`src/rtl/regfile_sb_pkg.sv`:
```
// Shared definitions for the scoreboarded register file: FSM encoding and
// default sizing constants.
package regfile_sb_pkg;

  localparam int DEF_DATA_W = 32;
  localparam int DEF_ADDR_W = 5;
  localparam int DEF_NRD    = 2;

  // CLEAR zeroes the array one entry per cycle; RUN accepts traffic.
  typedef enum logic {
    ST_CLEAR = 1'b0,
    ST_RUN   = 1'b1
  } state_e;

endpackage

```
`src/rtl/regfile_scoreboard.sv`:
```
// Busy-bit scoreboard: one pending flag per register, set by issue and
// cleared by writeback (issue wins on a collision), with a registered
// population count.
module regfile_scoreboard
  import regfile_sb_pkg::*;
#(
  parameter int ADDR_W = DEF_ADDR_W
) (
  input  logic                       clk,
  input  logic                       rst,
  input  logic                       set_en,
  input  logic [ADDR_W-1:0]          set_addr,
  input  logic                       clr_en,
  input  logic [ADDR_W-1:0]          clr_addr,
  output logic [(1<<ADDR_W)-1:0]     busy,
  output logic [ADDR_W:0]            busy_cnt
);

  localparam int DEPTH = 1 << ADDR_W;

  logic [DEPTH-1:0] busy_q, busy_d;
  logic [ADDR_W:0]  cnt_q, cnt_d;

  // Next busy vector: clear first so a same-address set overrides it; the
  // zero register is pinned idle. Count is taken from the next-state vector
  // so the registered count always matches the registered bits.
  always_comb begin
    busy_d = busy_q;
    if (clr_en) busy_d[clr_addr] = 1'b0;
    if (set_en) busy_d[set_addr] = 1'b1;
    busy_d[0] = 1'b0;
    cnt_d = '0;
    for (int k = 0; k < DEPTH; k++)
      cnt_d = cnt_d + {{ADDR_W{1'b0}}, busy_d[k]};
  end

  // Busy bits and count register; reset drops every pending producer.
  always_ff @(posedge clk or posedge rst) begin
    if (rst) begin
      busy_q <= '0;
      cnt_q  <= '0;
    end else begin
      busy_q <= busy_d;
      cnt_q  <= cnt_d;
    end
  end

  assign busy     = busy_q;
  assign busy_cnt = cnt_q;

endmodule

```
`src/rtl/regfile_sb.sv`:
```
// Multi-read, single-write register file with write-through bypass, a
// busy-bit scoreboard and a self-clearing start-up sequence.
module regfile_sb
  import regfile_sb_pkg::*;
#(
  parameter int DATA_W = DEF_DATA_W,
  parameter int ADDR_W = DEF_ADDR_W,
  parameter int NRD    = DEF_NRD
) (
  input  logic                     clk,
  input  logic                     rst,
  input  logic [NRD*ADDR_W-1:0]    rd_addr,
  output logic [NRD*DATA_W-1:0]    rd_data,
  output logic [NRD-1:0]           rd_busy,
  input  logic                     we,
  input  logic [ADDR_W-1:0]        wr_addr,
  input  logic [DATA_W-1:0]        wr_data,
  input  logic                     iss_valid,
  input  logic [ADDR_W-1:0]        iss_addr,
  output logic                     ready,
  output logic [ADDR_W:0]          busy_cnt
);

  localparam int DEPTH = 1 << ADDR_W;

  state_e              state_q;
  logic [ADDR_W-1:0]   clr_ptr_q;
  logic                ready_q;
  logic [DATA_W-1:0]   rf_q [DEPTH];
  logic [DEPTH-1:0]    busy_vec;
  logic                wr_acc, iss_acc;

  // Traffic is only honoured once the clear sequence has finished, and the
  // zero register never takes a write or becomes pending.
  assign wr_acc  = ready_q && we && (wr_addr != '0);
  assign iss_acc = ready_q && iss_valid && (iss_addr != '0);

  // Clear/run sequencer; ready is registered and rises on the edge that
  // retires the last clear write.
  always_ff @(posedge clk or posedge rst) begin
    if (rst) begin
      state_q   <= ST_CLEAR;
      clr_ptr_q <= '0;
      ready_q   <= 1'b0;
    end else begin
      case (state_q)
        ST_CLEAR: begin
          clr_ptr_q <= clr_ptr_q + 1'b1;
          if (clr_ptr_q == ADDR_W'(DEPTH-1)) begin
            state_q <= ST_RUN;
            ready_q <= 1'b1;
          end
        end
        ST_RUN:   state_q <= ST_RUN;
        default:  state_q <= ST_CLEAR;
      endcase
    end
  end

  // Storage: zero-fill while clearing, otherwise take accepted writes.
  always_ff @(posedge clk) begin
    if (!ready_q)
      rf_q[clr_ptr_q] <= '0;
    else if (wr_acc)
      rf_q[wr_addr] <= wr_data;
  end

  regfile_scoreboard #(.ADDR_W(ADDR_W)) u_sb (
    .clk      (clk),
    .rst      (rst),
    .set_en   (iss_acc),
    .set_addr (iss_addr),
    .clr_en   (wr_acc),
    .clr_addr (wr_addr),
    .busy     (busy_vec),
    .busy_cnt (busy_cnt)
  );

  // Combinational read ports with same-cycle bypass of the accepted write.
  // A bypassed operand is no longer waiting, so its busy flag is masked.
  for (genvar i = 0; i < NRD; i++) begin : g_rd
    logic [ADDR_W-1:0] a;
    logic              byp;
    assign a   = rd_addr[i*ADDR_W +: ADDR_W];
    assign byp = wr_acc && (wr_addr == a);
    assign rd_data[i*DATA_W +: DATA_W] = (!ready_q || (a == '0)) ? '0 :
                                         byp ? wr_data : rf_q[a];
    assign rd_busy[i] = ready_q && busy_vec[a] && !byp;
  end

  assign ready = ready_q;

endmodule

```
`config.mk`:
```
export PLATFORM = sky130hd
export DESIGN_NAME = regfile_sb
export DESIGN_NICKNAME = d
export VERILOG_FILES = /design/src/rtl/regfile_sb_pkg.sv /design/src/rtl/regfile_scoreboard.sv /design/src/rtl/regfile_sb.sv
export SDC_FILE = /design/constraint.sdc
export NUM_CORES = 1
export LEC_CHECK = 0
export ABC_CLOCK_PERIOD_IN_PS = 15420
export CAP_MARGIN = 20
export CORE_MARGIN = 4
export CORE_UTILIZATION = 50
export CTS_BUF_LIST = sky130_fd_sc_hd__clkbuf_8 sky130_fd_sc_hd__clkbuf_16
export CTS_CLUSTER_SIZE = 28
export DETAILED_ROUTE_END_ITERATION = 12
export PLACE_DENSITY = 0.69
export SYNTH_ARGS = -nofsm -noshare
export SYNTH_HDL_FRONTEND = slang
export SYNTH_HIERARCHICAL = 1
export SYNTH_SLANG_ARGS = --single-unit
export TNS_END_PERCENT = 1
```
`constraint.sdc`:
```
create_clock -name clk -period 15.42 [get_ports clk]
set_clock_uncertainty 0.2 [all_clocks]
set_input_delay 3.084 -clock clk [delete_from_list [all_inputs] [get_ports clk]]
set_output_delay 3.084 -clock clk [all_outputs]
set_load 0.01 [all_outputs]
```
==> impl_results.md <==
* Via density at 7.24
* Initial Util at 50.5%
* Post-synth top area cell: edfxtp_1
* Yosys synthesis warning count at 6
* Part of the power in registers at 47.8%
* Fmax at 0.0910 GHz
* Fraction of registers with async set/reset at 4.12%
* Global Route Usage Sum at 29.6%
* Die Ht at 329 um
* Final Cycle Share at 71.3%
* Longest Clk Path Bufs at 3
* Worst EP required at 12140 ps
* Final hold vios at 0
* Area Overhead vs Synth at 12.7%
* Final Max Slew Viols at 0
* Commonest cells after routing, fill and taps aside: edfxtp_1 (1024), mux2i_1 (458), mux4_2 (301)
* Worst-margin pin slew at 1130 ps
* DRC viols at 0
* Final setup viols at 0
* Total length of routed wires at 162 mm
* Post-CTS resize count at 0
* Finished Cell Area at 0.0581 mm2
* Placed cell area at 0.0544 mm2
* Port bufs at 128
* CTS H-tree depth at 3
* Largest fanout on the critical path at 113
* Layout Cells excl Fill at 4633
* RSZ-0062 raised after global routing: no
* ANT cells at 0
* Io pins at 129
* Max-cap violation count at 0
* Switch share at 25.2%
* Cell internal pwr at 5050 uW
* Syn_area_per_cell at 16.6 um2
* Psw at 1710 uW
* Clk Latency, worst-skew pair at 690 ps
* DIE AREA at 0.108 mm2
* Mapped Area at 0.0515 mm2
* Startpoint type of the worst setup path: input port
* Grt ovf at 0
* TritonCTS clock tree: built
* Post-synthesis cell type count at 63
* Core area at 0.102 mm2
* Rows at 117
* CP endpoint kind: output pin
* Min cycle time layout at 10990 ps
* #FFs+latches synth at 1068
* Arrival @ worst endpoint at 7710 ps
* Register area share after synthesis at 61.8%
* FILL cells at 7697
* First-pass GRT wire length at 233 mm
* Worst-path clk slew at 60 ps
* CTS Root Cell: clkbuf_16
* CTS Hold Buffers Added at 0
* Vias in the first global route at 33.7k
* Cells after synthesis at 3100
* PwrDens at 116 mW/mm2
* Main flop type after synthesis: edfxtp_1
* Worst Hold Class: reg -> reg
* Number of flops mapped to enable cells by yosys at 1024
* Layout Nets at 3263
* Worst slew margin at 24.7%
* Max IR drop VDD at 0.117 mV
* Setup TNS at 0 ps
* Crit Path Class: in -> out
* Status: finished, final reports clean
* Largest net degree at the start of global routing at 121
* Combinational Power Share at 14.5%
* TritonCTS buffer count at 109
* Initial antenna violation count at 2
* DR pass1 iterations at 8
* Chip Width at 329 um
* Syn nets at 3190
* Final ANT Viol Nets at 0
* Static Leak at 0.0208 uW
* Post-synth top area share at 59.7%
* Initial drt markers at 5018
* Global placer's final weighted congestion at 0.839
* Via count at 33.5k
* CTS sink cnt at 1068
* Share of post-route cells with drive strength above 1 at 18.8%
* Most common cell after layout, fill and taps aside: edfxtp_1
* Placed cell count at 4422
* Synth area leaders: edfxtp_1 (60%), mux4_2 (13%), mux2i_1 (8.9%)
* Avg WL per Cell at 34.9 um
* Post-CTS Setup Bufs at 0
* Post-DP HPWL at 83.7 mm
* Clk pwr share at 37.7%
## power by group through the flow
stage | Combinational (uW) | Clock, uW | Sequential (uW)
CTS | 979 | 2570 | 3230
detailed placement | 978 | 0 | 3290
finish | 980 | 2550 | 3230
floorplan | 657 | 0 | 3280
global placement | 952 | 0 | 3290
global route | 1080 | 2710 | 3230
## cells in the mapped netlist, drive strengths merged (13+ instances only)
cell type,number
xnor2,14
o21ai,161
a211oi,64
nor2,47
o22ai,32
o21a,19
a21oi,102
clkbuf,146
buf,105
nor3,35
inv,33
fa,23
nand2,13
a221oi,196
mux2i,458
mux4,301
dfrtp,44
a22oi,99
a211o,64
and2,33
edfxtp,1024
## worst max-delay path, cell delays in order
cell	delay (ps)
clkbuf_8	480
buf_12	630
nor2b_4	270
buf_4	770
buf_4	720
a221oi_1	220
o21ai_0	240
a21oi_1	90
a211o_1	420
clkdlybuf4s50_1	520
## area by class of cell
type	instances	area, um2	area share (%)
timing repair buffer	213	2090	3.60
tap	1368	1710	2.95
multi-input combinational	1746	18800	32.4
clock inverter	90	647	1.11
clock buffer	113	2810	4.83
sequential	1068	31900	54.9
inverter	35	131	0.226
## stage by stage
stage               hold slack [ps]  utilization, %  setup WS [ps]  power (uW)
global route                    410            56.9           4480        7010
global placement                325            53.4           4590        4240
CTS                             371            56.7           4570        6780
finish                          381            56.9           4430        6760
detailed placement              357            53.4           4590        4270
floorplan                       290               -           6280        3940
## registers in the layout (all words and copies together) (netlist names)
signal / count
clr_ptr_q: 5
u_sb/busy: 31
state_q: 1
ready: 1
rf_q: 1024
u_sb/busy_cnt: 6
## routing by layer
layer	up-vias	share of wire, %	track usage [%]
met3	475	12	6.26
li1	13281	-	-
met1	17275	36	39.3
met5	-	0	0
met4	0	5.3	14.4
met2	2508	47	47.1
## worst paths after layout
check	from	endpoint	slack [ps]	cells after the start
hold / removal	u_sb/busy[16]$_DFF_PP0_	u_sb/busy[16]$_DFF_PP0_	380	2
setup / recovery	rd_addr[1]	rd_data[29]	4430	10
max in group asynchronous	rst	u_sb/busy[24]$_DFF_PP0_	11950	3
min in group asynchronous	rst	clr_ptr_q[1]$_DFFE_PP0N_	2520	2
hold reg to reg	u_sb/busy[16]$_DFF_PP0_	u_sb/busy[16]$_DFF_PP0_	380	2
setup reg to reg	ready$_DFFE_PP0P_	u_sb/busy_cnt[4]$_DFF_PP0_	7670	22
## cell families (layout without fill, tap and decap cells)
group	after synthesis	count (layout)	synth area share [%]
AOI/OAI and AO/OA	754	754	10.4
xor gates and xnor gates	16	16	0.272
buffers and inverters	286	451	2.31
other	1	1	0.00728
DFF	1068	1068	61.8
and+or+nand+nor	179	179	1.90
adders and majority gates	34	34	1.16
muxes	762	762	22.1
Power figures use the tool's default switching activity.
